**config.mk**
```make
export PLATFORM = sky130hd
export DESIGN_NAME = alu_operand_ctrl
export DESIGN_NICKNAME = d
export VERILOG_FILES = /design/src/rtl/alu_operand_ctrl.sv
export SDC_FILE = /design/constraint.sdc
export NUM_CORES = 1
export LEC_CHECK = 0
export BUFFER_PORTS_ARGS = -buffer_cell sky130_fd_sc_hd__buf_2
export CORE_UTILIZATION = 50
export DETAILED_ROUTE_END_ITERATION = 12
export GPL_TIMING_DRIVEN = 0
export MAX_ROUTING_LAYER = met4
export PLACE_DENSITY = 0.78
export SLEW_MARGIN = 20
export SYNTH_ARGS = -nofsm -noshare
export SYNTH_HDL_FRONTEND = slang
export SYNTH_SLANG_ARGS = --single-unit
```
**constraint.sdc**
```tcl
create_clock -name clk -period 3.7 [get_ports clk]
set_clock_uncertainty 0.05 [all_clocks]
set_input_delay 0.37 -clock clk [delete_from_list [all_inputs] [get_ports clk]]
set_output_delay 0.37 -clock clk [all_outputs]
set_load 0.02 [all_outputs]
```
**src/rtl/alu_operand_ctrl.sv**
```systemverilog
// Execute-stage operand controller: tracks ID/EX, EX/MEM and MEM/WB destination
// records and derives operand-B select, forwarding selects and load-use stalls.
module alu_operand_ctrl #(
  parameter int REG_AW = 4,
  parameter bit FWD_EN = 1'b1
) (
  input  logic              clk,
  input  logic              rst_n,
  input  logic              freeze,
  input  logic              flush,
  input  logic              id_valid,
  input  logic [REG_AW-1:0] id_rs,
  input  logic [REG_AW-1:0] id_rt,
  input  logic              id_uses_rs,
  input  logic              id_uses_rt,
  input  logic              id_alu_src,
  input  logic [REG_AW-1:0] id_rd,
  input  logic              id_reg_write,
  input  logic              id_mem_read,
  output logic              stall,
  output logic              ex_valid,
  output logic              ex_alu_src,
  output logic [1:0]        fwd_a,
  output logic [1:0]        fwd_b
);

  localparam logic [1:0] FWD_RF    = 2'b00;
  localparam logic [1:0] FWD_EXMEM = 2'b10;
  localparam logic [1:0] FWD_MEMWB = 2'b01;

  typedef struct packed {
    logic              valid;
    logic [REG_AW-1:0] rd;
    logic              reg_write;
    logic              mem_read;
    logic [REG_AW-1:0] rs;
    logic [REG_AW-1:0] rt;
    logic              uses_rs;
    logic              uses_rt;
    logic              alu_src;
  } idex_rec_t;

  // Only the ID/EX load flag matters for hazards, so later stages keep just
  // the write-back fields.
  typedef struct packed {
    logic              valid;
    logic [REG_AW-1:0] rd;
    logic              reg_write;
  } wb_rec_t;

  idex_rec_t id_ex, id_ex_d;
  wb_rec_t   ex_mem, mem_wb;

  logic idex_prod, exmem_prod, memwb_prod;
  logic id_rs_used, id_rt_used;
  logic ex_rs_used, ex_rt_used;
  logic hit_idex, hit_exmem, hit_memwb;
  logic load_use, stall_nofwd;

  // A record produces a value only when it writes a register other than R0.
  assign idex_prod  = id_ex.valid  & id_ex.reg_write  & (id_ex.rd  != '0);
  assign exmem_prod = ex_mem.valid & ex_mem.reg_write & (ex_mem.rd != '0);
  assign memwb_prod = mem_wb.valid & mem_wb.reg_write & (mem_wb.rd != '0);

  assign id_rs_used = id_valid & id_uses_rs;
  assign id_rt_used = id_valid & id_uses_rt & ~id_alu_src;
  assign ex_rs_used = id_ex.uses_rs;
  assign ex_rt_used = id_ex.uses_rt & ~id_ex.alu_src;

  assign hit_idex  = idex_prod  & ((id_rs_used & (id_rs == id_ex.rd))  |
                                   (id_rt_used & (id_rt == id_ex.rd)));
  assign hit_exmem = exmem_prod & ((id_rs_used & (id_rs == ex_mem.rd)) |
                                   (id_rt_used & (id_rt == ex_mem.rd)));
  assign hit_memwb = memwb_prod & ((id_rs_used & (id_rs == mem_wb.rd)) |
                                   (id_rt_used & (id_rt == mem_wb.rd)));

  assign load_use    = hit_idex & id_ex.mem_read;
  assign stall_nofwd = hit_idex | hit_exmem | hit_memwb;
  assign stall       = FWD_EN ? load_use : stall_nofwd;

  assign ex_valid   = id_ex.valid;
  assign ex_alu_src = id_ex.alu_src;

  // EX/MEM wins over MEM/WB because it holds the younger result.
  always_comb begin
    fwd_a = FWD_RF;
    fwd_b = FWD_RF;
    if (FWD_EN) begin
      if (exmem_prod & ex_rs_used & (ex_mem.rd == id_ex.rs))
        fwd_a = FWD_EXMEM;
      else if (memwb_prod & ex_rs_used & (mem_wb.rd == id_ex.rs))
        fwd_a = FWD_MEMWB;
      if (exmem_prod & ex_rt_used & (ex_mem.rd == id_ex.rt))
        fwd_b = FWD_EXMEM;
      else if (memwb_prod & ex_rt_used & (mem_wb.rd == id_ex.rt))
        fwd_b = FWD_MEMWB;
    end
  end

  // Bubble unless a real, non-stalled, non-flushed instruction is in ID.
  always_comb begin
    id_ex_d = '0;
    if (id_valid & ~stall & ~flush) begin
      id_ex_d.valid     = 1'b1;
      id_ex_d.rd        = id_rd;
      id_ex_d.reg_write = id_reg_write;
      id_ex_d.mem_read  = id_mem_read;
      id_ex_d.rs        = id_rs;
      id_ex_d.rt        = id_rt;
      id_ex_d.uses_rs   = id_uses_rs;
      id_ex_d.uses_rt   = id_uses_rt;
      id_ex_d.alu_src   = id_alu_src;
    end
  end

  always_ff @(posedge clk or negedge rst_n) begin
    if (!rst_n) begin
      id_ex  <= '0;
      ex_mem <= '0;
      mem_wb <= '0;
    end else if (!freeze) begin
      id_ex            <= id_ex_d;
      ex_mem.valid     <= id_ex.valid;
      ex_mem.rd        <= id_ex.rd;
      ex_mem.reg_write <= id_ex.reg_write;
      mem_wb           <= ex_mem;
    end
  end

endmodule

```
==> qor.yml, run 1 <==
htree_levels: 2
crit_fanout: 10
netlist.area_leader.share: 0.445
remaining_drc_errors: 0
worst_setup_path_start_kind: "flop"
yosys_warnings: 0
slew_headroom: 0.511
setup_viol: 0
fp-row-count: 20
hold_viol: 0
wirelength_um: 3590
yosysMostFrequentCell: "dfrtp_1"
power_frac_clock: 0.298
numPortBuffers: 27
numCtsBuffers: 5
cts_root_buf: "clkbuf_4"
intPower_uw: 499
gp_congestion: 0.858
p_per_area_nw_per_um2: 360
tightest_slew_ns: 0.730
firstDrtPassIters: 4
power.switching_uw: 198
syn_nets: 176
drive_gt1_frac: 0.323
synthTopCellsByArea: "dfrtp_1 (45%), xnor2_1 (9.4%), mux2_2 (8.0%)"
drt-initial-drc-count: 174
fin_setup_tns_ns: 0
finalPower_uw: 697
min_period_ns: 2.57
cap_violations: 0
synth-seq-cells: 30
combPwrFrac: 0.158
synth.avg_cell_area_um2: 10.9
clk_latency_ns: 0.33
grt_pass1_vias: 1313
post_cts_buffers: 0
dpl.hpwl_um: 2670
seq_power_share: 0.544
syn_to_final_growth_pct: 14.8
synthTopCellsByCount: "dfrtp_1 (30), nand2_1 (21), nand3_1 (19)"
coreArea_um2: 3130
fmax_mhz: 389
ys_async_sr_fraction: 1.00
p_leak_nw: 0.871
period_share: 0.694
synth_area_um2: 1690
vias: 1306
numClockSinks: 30
ys_types: 23
ir_drop_v: 0.000182
cts_max_path_buffers: 2
hold_path.class: "in2async"
antenna_cells: 0
grt_pass1_wl_um: 6040
sw_frac_of_total: 0.284
synth_edf_count: 0
start_util: 0.539
die_area_um2: 3610
crit_type: "reg2out"
finalNetCount: 210
status: "finished clean"
ios: 29
cp.required_ns: 3.28
r2r_setup_slack_ns: 1.71
ys_seq_area_frac: 0.445
slew_viol_final: 0
worstPathArrival_ns: 2.15
vias_per_cell: 5.61
synth_top_flop_cell: "dfrtp_1"
die_h_um: 60.1
track_usage: 0.242
clkTransAtPathRegs_ns: 0.09
drtAntennaViolNets: 0
cts_resized: 0
grt_max_degree: 31
yosysTopAreaCell: "dfrtp_1"
grt_setup_unrepaired: "false"
cp-end-kind: "output pin"
holdBufCountCts: 0
die_width_um: 60.1
wl_per_cell_um: 15.4
antenna_found_initial: 0
overflow: 0
synth_cells: 154
cts_tree: "yes"
==> state kept, by name, indices dropped and copies added, names as in the netlist <==
register / cells
ex_mem: 6
id_ex: 15
mem_wb: 6
ex_rs_used: 1
ex_valid: 1
ex_alu_src: 1
==> power groups by stage <==
stage               Sequential, mW  Combinational [mW]  Clock (mW)
detailed placement           0.386               0.111           0
global placement             0.384               0.106           0
CTS                          0.379               0.111       0.212
finish                       0.379               0.110       0.208
floorplan                    0.379              0.0756           0
global route                 0.383               0.122       0.228
==> path summary, 6_finish.rpt <==
kind / start / to / depth (start not counted)
setup / recovery: id_ex[16] / stall / 5
hold / removal: rst_n / mem_wb[0] / 1
setup reg to reg: id_ex[16] / id_ex[3] / 5
hold reg to reg: mem_wb[0] / mem_wb[0] / 1
max in group asynchronous: rst_n / id_ex[8] / 1
min in group clk: id_rd[1] / id_ex[14] / 3
==> final cells by class <==
class | count | area (µm²)
fillers | 272 | 1190
multi-input cells | 116 | 886
flip-flops and latches | 30 | 751
repair buffers | 27 | 135
clock buffers | 7 | 55.1
well taps | 44 | 55.1
plain buffers | 8 | 48.8
clock inverters | 1 | 5.00
==> metrics by stage <==
step / hold WS [ns] / util / std cells / cell area (µm²) / setup slack, ns
floorplan: 0.0244 / - / 154 / 1690 / 1.39
global placement: 0.374 / 0.600 / 225 / 1880 / 1.53
detailed placement: 0.392 / 0.600 / 225 / 1880 / 1.50
CTS: 0.0240 / 0.619 / 233 / 1940 / 1.12
global route: 0.0443 / 0.619 / 233 / 1940 / 0.983
finish: 0.00442 / 0.619 / 233 / 1940 / 1.13
==> worst max-delay path, cell delays in order (launching register included) <==
cell and delay, ns:
dfrtp_1 0.48, or4_1 0.17, nand4_2 0.17, nor3_2 0.66
or2_1 0.18, buf_2 0.15
==> cells by family after synthesis <==
group | after synthesis | share of synthesized area
compound gates | 18 | 0.115
xor+xnor | 24 | 0.125
buf+inv | 8 | 0.0289
flops | 30 | 0.445
mux | 12 | 0.0802
simple gates | 62 | 0.206
==> metal layers <==
layer  vias to the layer above  part of all wire  global-route usage
met4                         0             0.019               0.103
met2                        40              0.47               0.359
met3                        10             0.055              0.0844
met5                         -                 0                   -
li1                        619                 -                   -
met1                       637              0.46               0.300
==> placed cells by master (no fill, tap or decap), drive strengths merged <==
| cell type | Yosys | layout |
|---|---|---|
| buf | 2 | 29 |
| nor3 | 2 | 2 |
| nor2b | 1 | 1 |
| or2 | 1 | 1 |
| nand3b | 7 | 7 |
| or4 | 4 | 4 |
| xnor2 | 18 | 18 |
| nand2b | 1 | 1 |
| nand3 | 19 | 19 |
| nor2 | 1 | 1 |
| clkinv | 0 | 1 |
| nand4 | 1 | 1 |
| xor2 | 6 | 6 |
| nor4 | 4 | 4 |
| dfrtp | 30 | 30 |
| mux2 | 12 | 12 |
| nand2 | 21 | 21 |
| clkbuf | 6 | 13 |
| o31ai | 18 | 18 |
Note: power is estimated with default switching activity, not from simulation.
==> run 2: changes to the inputs <==
- clock period: 3.7 -> 2.6 ns (I/O delays scaled with it)
==> run 2 against run 1 <==
Against the previous run:
- clock power rose by 42%
- combinational power increased by 45%
- die area unchanged
- count of clock-buffer cells in the layout did not move
==> qor.yml, run 2 (synthesized netlist as in run 1, its figures left out) <==
status: "finished clean"
cp.required_ns: 2.29
remaining_drc_errors: 0
grt_max_degree: 31
fmax_mhz: 409
worst_setup_path_start_kind: "flop"
reg.largest.list: "id_ex x15, ex_mem x6, mem_wb x6"
most-common-layout-cells: "dfrtp_1 (30), buf_2 (27), nand2_1 (21)"
fin_setup_tns_ns: 0
grt_pass1_wl_um: 6040
cp-end-kind: "output pin"
min_period_ns: 2.45
drt-initial-drc-count: 133
post_cts_buffers: 0
p_leak_nw: 0.888
cts_tree: "yes"
firstDrtPassIters: 4
cts_root_buf: "clkbuf_4"
coreArea_um2: 3130
track_usage: 0.242
p_per_area_nw_per_um2: 510
fp-row-count: 20
grt_pass1_vias: 1313
largest_reg_flops: 15
vias_per_cell: 5.60
tightest_slew_ns: 0.657
numCtsBuffers: 5
overflow: 0
drtAntennaViolNets: 0
numClockSinks: 30
wl_per_cell_um: 15.4
worst-r2r-cell-count: 5
slew_headroom: 0.562
die_width_um: 60.1
htree_levels: 2
cts_max_path_buffers: 2
ios: 29
wirelength_um: 3610
clkTransAtPathRegs_ns: 0.09
dpl.hpwl_um: 2670
final_common_cell: "dfrtp_1"
worstPathArrival_ns: 2.14
crit_type: "reg2out"
syn_to_final_growth_pct: 15.8
crit_fanout: 10
die_h_um: 60.1
die_area_um2: 3610
setup_viol: 0
fin_util: 0.624
finalNetCount: 211
whs_ns: 0.128
ir_drop_v: 0.000259
numPortBuffers: 27
vias: 1311
hold_path.class: "in2reg"
gp_congestion: 0.858
hold_path_depth: 3
period_share: 0.941
grt_setup_unrepaired: "false"
antenna_found_initial: 0
antenna_cells: 0
drive_gt1_frac: 0.321
slew_viol_final: 0
regMostFlops: "id_ex"
hold_viol: 0
start_util: 0.539
clk_latency_ns: 0.33
cap_violations: 0
## run 2: critical path, stage by stage (launching register included)
cell     delay (ns)
dfrtp_1        0.48
or4_1          0.17
nand4_2        0.19
nor4_4         0.63
or2_1          0.18
buf_2          0.15
## run 2: cell type report
type	instances	area (µm²)
Buffer	8	48.8
Multi-Input combinational cell	116	892
Sequential cell	30	751
Fill cell	269	1180
Tap cell	44	55.1
Timing Repair Buffer	28	145
Clock buffer	7	55.1
Clock inverter	1	5.00
## run 2: final timing paths
kind                            slack [ns]        end       from
worst max-delay path                  0.15      stall  id_ex[16]
worst min-delay path                  0.13  id_ex[14]   id_rd[1]
worst max register to register        0.65   id_ex[3]  id_ex[16]
worst min register to register        0.46  mem_wb[0]  mem_wb[0]
max in group asynchronous             1.64   id_ex[8]      rst_n
min in group asynchronous             0.43  mem_wb[5]      rst_n
## run 2: power by group
group | switching [mW] | internal (mW)
Sequential | 0.0403 | 0.499
Clock | 0.165 | 0.131
Combinational | 0.0775 | 0.0817
Total | 0.283 | 0.712
## run 2: timing repair
action,CTS,global route
resized for setup,0,1
endpoints found under the hold margin,30,0
endpoints found under the setup margin,0,1
hold buffers,1,0
## run 2: layer usage
metal	global-route usage	part of all wire
met2	0.359	0.46
met4	0.103	0.018
met5	-	0
met1	0.300	0.47
met3	0.0844	0.052
## run 2: metrics by stage
step	total power [mW]	std cells	setup WS, ns	cell area (µm²)
floorplan	0.647	154	0.403	1690
global placement	0.698	225	0.540	1880
detailed placement	0.707	225	0.515	1880
CTS	1.00	234	0.128	1950
global route	1.05	234	0.00913	1950
finish	0.995	234	0.154	1950
==> run 3: changes to the inputs <==
--- a/config.mk
+++ b/config.mk
@@ -8,2 +8,3 @@
 export BUFFER_PORTS_ARGS = -buffer_cell sky130_fd_sc_hd__buf_2
+export CAP_MARGIN = 20
 export CORE_UTILIZATION = 50
==> constraint.sdc (replaced) <==
create_clock -name clk -period 2.6 [get_ports clk]
set_clock_uncertainty 0.05 [all_clocks]
set_input_delay 0.52 -clock clk [delete_from_list [all_inputs] [get_ports clk]]
set_output_delay 0.52 -clock clk [all_outputs]
set_load 0.02 [all_outputs]
==> run 3 against run 2 <==
Against the previous run:
- via count up 3.4%
- sequential share of layout area shrank 1.5 points
- maximum frequency is 3.4% lower
- non-clock buffer count is 10 higher
==> qor.yml, run 3 (synthesized netlist as in run 1, its figures left out) <==
syn_to_final_growth_pct: 21.8
slew_viol_final: 0
remaining_drc_errors: 0
worst_setup_path_start_kind: "flop"
rr_startpoint: "id_ex[16]"
r2r_setup_slack_ns: 0.68
combPwrFrac: 0.186
whs_ns: 0.146
period_share: 0.974
ios: 29
crit_type: "reg2out"
overflow: 0
power.switching_uw: 293
grt_pass1_vias: 1348
track_usage: 0.247
crit_family: "simple AND/OR/NAND/NOR gates"
drtAntennaViolNets: 0
sw_frac_of_total: 0.287
die_area_um2: 3610
gp_congestion: 0.858
dpl.hpwl_um: 2670
power_frac_clock: 0.292
numCtsBuffers: 5
r2r_end: "id_ex[3]"
slew_headroom: 0.569
coreArea_um2: 3130
holdBufCountCts: 0
critPathSlowestCell: "or4_1"
antenna_found_initial: 0
firstDrtPassIters: 4
min_period_ns: 2.53
fillers: 254
seq_area_um2: 758
worst-r2r-cell-count: 6
hold_viol: 0
start_util: 0.539
largest_reg_flops: 15
clk_latency_ns: 0.34
fmax_mhz: 395
wl_per_cell_um: 15.3
cts_tree: "yes"
die_h_um: 60.1
seq_power_share: 0.523
vias: 1356
final_common_cell: "buf_2"
drive_gt1_frac: 0.400
numClockSinks: 30
finalNetCount: 221
fp-row-count: 20
drt-initial-drc-count: 89
wirelength_um: 3720
reg.largest.list: "id_ex x15, ex_mem x6, mem_wb x6"
grt_pass1_wl_um: 6150
p_per_area_nw_per_um2: 498
place_area_um2: 1880
htree_levels: 2
cp.required_ns: 2.03
cts_root_buf: "clkbuf_4"
crit_fanout: 5
cts_max_path_buffers: 2
cp_slowest_stage_delay_ns: 0.48
hold_path.class: "in2async"
tightest_slew_ns: 0.646
status: "finished clean"
regMostFlops: "id_ex"
worstPathArrival_ns: 1.96
antenna_cells: 0
intPower_uw: 730
stdcell_area_um2: 2050
cp.buffers_inverters: 1
fin_util: 0.656
ir_drop_v: 0.000270
cp-end-kind: "output pin"
grt_max_degree: 31
clkTransAtPathRegs_ns: 0.10
multiInputGateArea_um2: 911
p_leak_nw: 0.937
most-common-layout-cells: "buf_2 (26), dfrtp_1 (24), nand2_1 (21)"
cap_violations: 0
path_cells: "or4_1, nand3_1, nor3_1, nor4_1, buf_2"
numPortBuffers: 27
die_width_um: 60.1
vias_per_cell: 5.56
setup_viol: 0
==> run 3: changes by cell type in the layout (fill, tap and decap cells not counted), sizes merged <==
cell | before | now
buf | 29 | 40
dlygate4sd3 | 1 | 0
==> run 3: power groups by stage <==
stage | clock network, mW | logic, mW | registers (mW)
after global routing | 0.324 | 0.208 | 0.539
after floorplan | 0 | 0.108 | 0.539
after detailed placement | 0 | 0.158 | 0.549
final | 0.298 | 0.190 | 0.535
after global placement | 0 | 0.150 | 0.547
after CTS | 0.302 | 0.178 | 0.534
==> run 3: metal layers <==
layer	vias to the layer above	global-route usage	part of all wire
met5	-	-	0
li1	644	-	-
met1	654	0.303	0.45
met2	49	0.367	0.47
met4	0	0.110	0.019
met3	9	0.0844	0.064
==> run 3: layout make-up <==
cell class / count / area share
sequential: 30 / 0.369
clock inverter: 1 / 0.00244
timing repair buffer: 38 / 0.107
multi-input combinational: 116 / 0.444
tap: 44 / 0.0268
buffer: 8 / 0.0238
clock buffer: 7 / 0.0268
==> run 3: how the worst max path moves through the flow <==
stage,startpoint,to,slack (ns),depth (start not counted)
after floorplan,ex_mem[1],fwd_a[0],0.14,4
after global placement,id_rs[2],stall,0.26,6
after detailed placement,id_rs[1],stall,0.15,6
after CTS,id_ex[16],stall,0.01,5
after global routing,ex_mem[4],fwd_a[0],-0.0007,5
final,ex_mem[4],fwd_a[0],0.07,5
==> run 3: stage by stage <==
step / worst slack, ns / std cells / power (mW) / setup TNS [ns]
global placement: 0.256 / 225 / 0.698 / 0
floorplan: 0.143 / 154 / 0.647 / 0
detailed placement: 0.154 / 225 / 0.707 / 0
finish: 0.0673 / 244 / 1.02 / 0
global route: -0.000693 / 244 / 1.07 / -0.000693
CTS: 0.0114 / 240 / 1.01 / 0
==> run 3: timing repair <==
item	CTS	global route
pin swaps	2	2
gates resized for setup	4	7
setup buffers	7	4
gates cloned	0	0
setup endpoints to repair	3	3
==> run 3: worst reg2reg max path, cell delays in order, from the launching register on <==
cell	delay [ns]
dfrtp_2	0.45
or4_4	0.55
nand4_4	0.14
nor4_4	0.05
buf_4	0.18
buf_8	0.16
o31ai_2	0.24
